### src/rtl/mips_cpu_pkg.sv
// Shared types and constants for the HI/LO multiply-divide unit.
package mips_cpu_pkg;

    // Iterations per multiply or divide, one result bit per cycle.
    localparam int unsigned MULDIV_ITERS = 32;

    typedef enum logic [2:0] {
        OpNop   = 3'd0,
        OpMult  = 3'd1,
        OpMultu = 3'd2,
        OpDiv   = 3'd3,
        OpDivu  = 3'd4,
        OpMthi  = 3'd5,
        OpMtlo  = 3'd6,
        OpRsvd  = 3'd7
    } muldiv_op_t;

    typedef enum logic [1:0] {
        StIdle,
        StMul,
        StDiv,
        StFinish
    } muldiv_state_t;

    // Magnitude of a 32-bit value; two's complement absolute value when signed.
    function automatic logic [31:0] mag32(input logic [31:0] v, input logic is_signed);
        return (is_signed && v[31]) ? (~v + 32'd1) : v;
    endfunction

endpackage

### src/rtl/mips_cpu_div_step.sv
// One restoring-division step: shifts the next dividend bit into the partial
// remainder, subtracts the divisor when it fits and shifts out a quotient bit.
module mips_cpu_div_step #(
    parameter int unsigned WIDTH = 32
) (
    input  logic [WIDTH-1:0] rem_in,
    input  logic [WIDTH-1:0] quo_in,
    input  logic [WIDTH-1:0] divisor,
    output logic [WIDTH-1:0] rem_out,
    output logic [WIDTH-1:0] quo_out
);

    logic [WIDTH:0] partial;
    logic [WIDTH:0] diff;
    logic           fits;

    // Trial subtraction; a clear borrow bit means the divisor fits.
    always_comb begin
        partial = {rem_in, quo_in[WIDTH-1]};
        diff    = partial - {1'b0, divisor};
        fits    = ~diff[WIDTH];
        rem_out = fits ? diff[WIDTH-1:0] : partial[WIDTH-1:0];
        quo_out = {quo_in[WIDTH-2:0], fits};
    end

endmodule

### src/rtl/mips_cpu_mult_div.sv
// HI/LO multiply-divide unit. Iterative 32-cycle shift-add multiply and
// restoring divide with a final sign-fix cycle; MTHI/MTLO write directly.
// Optional macro MIPS_MULT_FAST_EN: MULT/MULTU use a single-cycle
// combinational multiply and commit one cycle after acceptance.
module mips_cpu_mult_div
    import mips_cpu_pkg::*;
#(
    parameter int unsigned WIDTH = 32
) (
    input  logic             clk,
    input  logic             reset,
    input  logic             op_valid,
    input  logic [2:0]       op_code,
    input  logic [WIDTH-1:0] operand_a,
    input  logic [WIDTH-1:0] operand_b,
    output logic             busy,
    output logic             done,
    output logic [WIDTH-1:0] hi,
    output logic [WIDTH-1:0] lo
);

    localparam int unsigned CntW = $clog2(MULDIV_ITERS);
    localparam logic [CntW-1:0] LastIter = CntW'(MULDIV_ITERS - 1);

    muldiv_state_t      state_q, state_d;
    logic [CntW-1:0]    cnt_q, cnt_d;
    // Multiply: {partial product, remaining multiplier bits}.
    // Divide:   {partial remainder, dividend/quotient bits}.
    logic [2*WIDTH-1:0] acc_q, acc_d;
    // Multiplicand or divisor magnitude.
    logic [WIDTH-1:0]   opnd_q, opnd_d;
    logic               neg_lo_q, neg_lo_d;
    logic               neg_hi_q, neg_hi_d;
    logic               is_mul_q, is_mul_d;
    logic [WIDTH-1:0]   hi_q, hi_d;
    logic [WIDTH-1:0]   lo_q, lo_d;
    logic               done_q, done_d;

    muldiv_op_t         op_e;
    logic               op_signed;
    logic [WIDTH-1:0]   a_mag;
    logic [WIDTH-1:0]   b_mag;
    logic               sign_diff;
    logic [WIDTH:0]     mul_sum;
    logic [WIDTH-1:0]   div_rem;
    logic [WIDTH-1:0]   div_quo;
    logic [2*WIDTH-1:0] prod_fixed;
`ifdef MIPS_MULT_FAST_EN
    logic [2*WIDTH-1:0] fast_prod;
`endif

    mips_cpu_div_step #(
        .WIDTH(WIDTH)
    ) u_div_step (
        .rem_in (acc_q[2*WIDTH-1:WIDTH]),
        .quo_in (acc_q[WIDTH-1:0]),
        .divisor(opnd_q),
        .rem_out(div_rem),
        .quo_out(div_quo)
    );

    // Operand decode and datapath helpers.
    always_comb begin
        op_e       = muldiv_op_t'(op_code);
        op_signed  = (op_e == OpMult) || (op_e == OpDiv);
        a_mag      = mag32(operand_a, op_signed);
        b_mag      = mag32(operand_b, op_signed);
        sign_diff  = op_signed && (operand_a[WIDTH-1] ^ operand_b[WIDTH-1]);
        // 33-bit add keeps the carry that shifts into the top of the accumulator.
        mul_sum    = {1'b0, acc_q[2*WIDTH-1:WIDTH]} + {1'b0, (acc_q[0] ? opnd_q : '0)};
        prod_fixed = neg_lo_q ? (~acc_q + 1'b1) : acc_q;
`ifdef MIPS_MULT_FAST_EN
        fast_prod  = {{WIDTH{1'b0}}, a_mag} * {{WIDTH{1'b0}}, b_mag};
`endif
    end

    // Next-state: FSM, iteration counter and HI/LO commit.
    always_comb begin
        state_d  = state_q;
        cnt_d    = cnt_q;
        acc_d    = acc_q;
        opnd_d   = opnd_q;
        neg_lo_d = neg_lo_q;
        neg_hi_d = neg_hi_q;
        is_mul_d = is_mul_q;
        hi_d     = hi_q;
        lo_d     = lo_q;
        done_d   = 1'b0;

        unique case (state_q)
            StIdle: begin
                if (op_valid) begin
                    case (op_e)
                        OpMthi: hi_d = operand_a;
                        OpMtlo: lo_d = operand_a;
                        OpMult, OpMultu: begin
                            is_mul_d = 1'b1;
                            neg_lo_d = sign_diff;
                            neg_hi_d = sign_diff;
                            opnd_d   = b_mag;
`ifdef MIPS_MULT_FAST_EN
                            acc_d    = fast_prod;
                            state_d  = StFinish;
`else
                            acc_d    = {{WIDTH{1'b0}}, a_mag};
                            cnt_d    = LastIter;
                            state_d  = StMul;
`endif
                        end
                        OpDiv, OpDivu: begin
                            is_mul_d = 1'b0;
                            if (operand_b == '0) begin
                                // Divide by zero: fixed result, no sign fix.
                                acc_d    = {operand_a, {WIDTH{1'b1}}};
                                neg_lo_d = 1'b0;
                                neg_hi_d = 1'b0;
                                state_d  = StFinish;
                            end else begin
                                acc_d    = {{WIDTH{1'b0}}, a_mag};
                                opnd_d   = b_mag;
                                neg_lo_d = sign_diff;
                                neg_hi_d = op_signed && operand_a[WIDTH-1];
                                cnt_d    = LastIter;
                                state_d  = StDiv;
                            end
                        end
                        default: ;
                    endcase
                end
            end
            StMul: begin
                acc_d = {mul_sum, acc_q[WIDTH-1:1]};
                if (cnt_q == '0) begin
                    state_d = StFinish;
                end else begin
                    cnt_d = cnt_q - 1'b1;
                end
            end
            StDiv: begin
                acc_d = {div_rem, div_quo};
                if (cnt_q == '0) begin
                    state_d = StFinish;
                end else begin
                    cnt_d = cnt_q - 1'b1;
                end
            end
            StFinish: begin
                if (is_mul_q) begin
                    hi_d = prod_fixed[2*WIDTH-1:WIDTH];
                    lo_d = prod_fixed[WIDTH-1:0];
                end else begin
                    hi_d = neg_hi_q ? (~acc_q[2*WIDTH-1:WIDTH] + 1'b1)
                                    : acc_q[2*WIDTH-1:WIDTH];
                    lo_d = neg_lo_q ? (~acc_q[WIDTH-1:0] + 1'b1) : acc_q[WIDTH-1:0];
                end
                done_d  = 1'b1;
                state_d = StIdle;
            end
            default: state_d = StIdle;
        endcase
    end

    // State registers with synchronous active-low reset.
    always_ff @(posedge clk) begin
        if (!reset) begin
            state_q  <= StIdle;
            cnt_q    <= '0;
            acc_q    <= '0;
            opnd_q   <= '0;
            neg_lo_q <= 1'b0;
            neg_hi_q <= 1'b0;
            is_mul_q <= 1'b0;
            hi_q     <= '0;
            lo_q     <= '0;
            done_q   <= 1'b0;
        end else begin
            state_q  <= state_d;
            cnt_q    <= cnt_d;
            acc_q    <= acc_d;
            opnd_q   <= opnd_d;
            neg_lo_q <= neg_lo_d;
            neg_hi_q <= neg_hi_d;
            is_mul_q <= is_mul_d;
            hi_q     <= hi_d;
            lo_q     <= lo_d;
            done_q   <= done_d;
        end
    end

    assign busy = (state_q != StIdle);
    assign done = done_q;
    assign hi   = hi_q;
    assign lo   = lo_q;

endmodule

### config.mk
export PLATFORM = sky130hd
export DESIGN_NAME = mips_cpu_mult_div
export DESIGN_NICKNAME = d
export VERILOG_FILES = /design/src/rtl/mips_cpu_pkg.sv /design/src/rtl/mips_cpu_div_step.sv /design/src/rtl/mips_cpu_mult_div.sv
export SDC_FILE = /design/constraint.sdc
export NUM_CORES = 1
export LEC_CHECK = 0
export BUFFER_PORTS_ARGS = -buffer_cell sky130_fd_sc_hd__buf_2
export CORE_AREA = 2 2 196 179
export CTS_CLUSTER_DIAMETER = 60
export CTS_CLUSTER_SIZE = 10
export DETAILED_ROUTE_END_ITERATION = 7
export DIE_AREA = 0 0 198 181
export PLACE_DENSITY = 0.59
export SYNTH_ARGS = -nofsm -noshare
export SYNTH_HDL_FRONTEND = slang
export SYNTH_SLANG_ARGS = --single-unit
### constraint.sdc
create_clock -name clk -period 7.3 [get_ports clk]
set_input_delay 1.46 -clock clk [delete_from_list [all_inputs] [get_ports clk]]
set_output_delay 1.46 -clock clk [all_outputs]
set_load 0.05 [all_outputs]
==> summary.txt <==
Critical path
  • Worst reg-to-reg path cell count: 11
  • Crit Path Class: input pin to flop
  • CP startpoint kind: input pin
  • Endpoint arrival time on the critical path: 5.50 ns
  • Worst r2r src: acc_q[44]
  • Worst R2R End: acc_q[39]
  • Worst Setup End Kind: flop
  • Highest net fanout along the worst path: 28
  • Critical Path RT: 7.71 ns
  • R2R setup slack: 2.71 ns

Synthesis
  • Synthesized area divided by synthesized cell count: 7.33 sq um
  • Top FF cell, synth: dfxtp_1
  • Library cells used by synthesis: 84
  • Share of synthesized area occupied by flip-flops and latches: 22.8%
  • Post-synth EDFFs: 0
  • Instance count of the mapped netlist: 2,048
  • Flops & latches, synth: 171
  • Synthesized net count: 2,194
  • Post-Synthesis Cell Area: 0.0150 sq mm
  • Async set-reset flop share out of synthesis: 0%
  • Yosys warning total: 0

Cells and area
  • # fillers: 3,421
  • Post-route design area: 0.0165 sq mm
  • Area delta synth->final: 9.88%
  • Layout cells sized above 1: 11.3%
  • Post-layout nets: 2,227
  • Inserted Diodes: 0

Timing
  • Crit path time final: 5.09 ns
  • Worst slew slack as a fraction of its limit: 12.7%
  • Final setup skew: 0.0115 ns
  • Setup TNS after final layout: 0 ns
  • Post-route fraction of the period consumed by the critical path: 69.7%
  • Final count of negative-setup-slack endpoints: 0
  • Achievable clock frequency: 0.196 GHz
  • Final-report max-slew violation count: 0
  • Setup repair after global routing missed its margin: false
  • Total count of hold-check failures in the final report: 0
  • Transition time of the tightest slew-check pin: 1.31 ns

Global route
  • Global-route usage over all layers: 32.4%
  • Global route overflow: 0
  • Wire length of the first global-routing pass: 89,700 um
  • Number of antenna violations at the first check in global routing: 0
  • Number of global-route vias before repair: 15,000
  • Pin count of the biggest net entering global routing: 83

Clocking
  • # Post-CTS Setup Buffers: 0
  • Clock network latency to the later pin of the worst-skew pair: 0.47 ns
  • CTS clk-pin slew, worst paths: 0.07 ns
  • TritonCTS buffer count: 17
  • Total clock sinks: 171
  • Maximum buffer depth of the clock tree: 2
  • Buffer cell driving the clock tree root: clkbuf_16
  • Cts hold-fix bufs: 0
  • Number of H-tree levels: 4
  • Post-cts repair resize count: 0
  • CTS tree: built

Routing
  • Via-to-Cell Ratio: 6.30
  • # DRC: 0
  • Detail-routed net length per standard cell: 22.7 um
  • Vias after detailed routing: 16,100
  • Detailed-route wire length: 58,100 um
  • TritonRoute pass-1 iters: 6
  • Remaining number of nets flagged by the antenna check after routing: 0
  • Violation count after the first detailed-route iteration: 1,647

Die
  • Core Area: 0.0337 sq mm
  • Die extent in y: 181 um
  • FP Rows: 64
  • Initial cell density of the core: 44.5%
  • Die Footprint: 0.0358 sq mm
  • Chip Width: 198 um
  • I/O pins: 136

Hold path
  • Beginning of the worst hold path: hi[22]
  • Hold-critical path endpoint: hi[22]
  • Class of the tightest hold or removal check: flop to flop
  • Cells on Worst Hold Path: 1

Placed design
  • Standard cell area after detailed placement: 0.0159 sq mm
  • Quantity of I/O buffers inserted on ports: 135
  • GP Congestion: 1.00
  • Post-DP HPWL: 44,000 um

Pwr
  • Final Total Pwr: 0.00740 W
  • Pwr Density: 448 mW/mm^2
  • Static Leak: 6.57 nW
  • Peak VDD IR: 0.312 mV

Status
  • Outcome: finished clean

Job
  • # Max-Cap Violations: 0
[stage by stage]
stage	std cells	setup WS, ns	util [%]	hold WS (ns)
CTS	2556	2.28	48.9	0.452
finish	2556	2.21	48.9	0.451
detailed placement	2524	1.81	47.1	0.435
global placement	2524	1.95	47.1	0.429
global route	2556	1.91	48.9	0.471
floorplan	2048	3.33	-	0.446
[sequential cells by signal, summed over array words and instances (netlist names), 2 cells and up]
| register | count |
|---|---|
| opnd_q | 32 |
| acc_q | 64 |
| cnt_q | 5 |
| hi | 32 |
| state_q | 2 |
| lo | 32 |
[cell usage after synthesis (42+ instances only)]
| cell | count | share of area, % |
|---|---|---|
| nor2_1 | 251 | 6.3 |
| a21oi_1 | 204 | 6.8 |
| dfxtp_1 | 171 | 23 |
| nand2_1 | 136 | 3.4 |
| o21ai_0 | 128 | 4.3 |
| clkbuf_1 | 124 | 3.1 |
| xor2_1 | 87 | 5.1 |
| a211oi_1 | 83 | 4.2 |
| xnor2_1 | 80 | 4.7 |
| ha_1 | 74 | 6.2 |
| inv_1 | 73 | 1.8 |
| nor3_1 | 54 | 1.8 |
| a22oi_1 | 42 | 2.1 |
[critical path, stage by stage]
cell and delay [ns]:
buf_2 0.13, or4_4 0.56, or4_4 0.49, nor4_4 0.50, and4_1 0.62, nor2_2 0.38
nor2_4 0.52, nand2_1 0.25, a2111oi_0 0.43, a221o_1 0.16
[cells by family (layout without fill, tap and decap cells)]
family	after synthesis	in the layout	share of synthesized area [%]
DFF	171	171	22.8
AOI/OAI and AO/OA	743	743	32.6
adders and majority gates	76	76	6.43
xor gates and xnor gates	167	167	9.74
buffers and inverters	216	262	5.65
and+or+nand+nor	639	639	20.2
muxes	36	36	2.50
[metal layers]
layer / vias to the layer above / share of wire [%] / track usage [%]
met1: 7710 / 46 / 46.4
met2: 673 / 42 / 48.2
met3: 93 / 8.7 / 7.09
li1: 7631 / - / -
met5: - / 0 / 0
met4: 0 / 2.8 / 9.83
[cell type report]
cell class / instances / area, sq um / share of cell area (%)
repair buffers: 157 / 841 / 5.10
multi-input cells: 1661 / 10800 / 65.3
clock inverters: 13 / 153 / 0.925
clock buffers: 19 / 453 / 2.75
inverters: 73 / 277 / 1.68
flip-flops and latches: 171 / 3420 / 20.7
well taps: 462 / 578 / 3.50
[how the worst max path moves through the flow]
stage,slack (ns),cells past startpoint,end,startpoint
after floorplan,3.33,10,acc_q[45],operand_b[7]
after global placement,1.95,10,acc_q[45],operand_b[7]
after detailed placement,1.81,10,acc_q[45],operand_b[7]
after CTS,2.28,10,acc_q[45],operand_b[7]
after global routing,1.91,10,acc_q[48],operand_b[3]
final,2.21,10,acc_q[45],operand_b[7]
[power breakdown]
group          internal, W  switching (W)  total, W
logic              0.00173        0.00314   0.00488
registers          0.00114       0.000392   0.00153
clock network     0.000532       0.000461  0.000993
[placed cells by master (no fill, tap or decap), drive strengths merged, types with 24 or more instances in the layout]
cell type | netlist | layout
mux2i | 24 | 24
nand2 | 136 | 136
xnor2 | 80 | 80
a21oi | 205 | 205
a21o | 38 | 38
o31ai | 25 | 25
inv | 73 | 80
ha | 74 | 74
nor3 | 54 | 54
a221oi | 36 | 36
o21ai | 151 | 151
dfxtp | 171 | 171
nor2 | 253 | 253
a22oi | 42 | 42
a211oi | 83 | 83
buf | 19 | 157
nand3 | 32 | 32
xor2 | 87 | 87
Power figures use the tool's default switching activity.
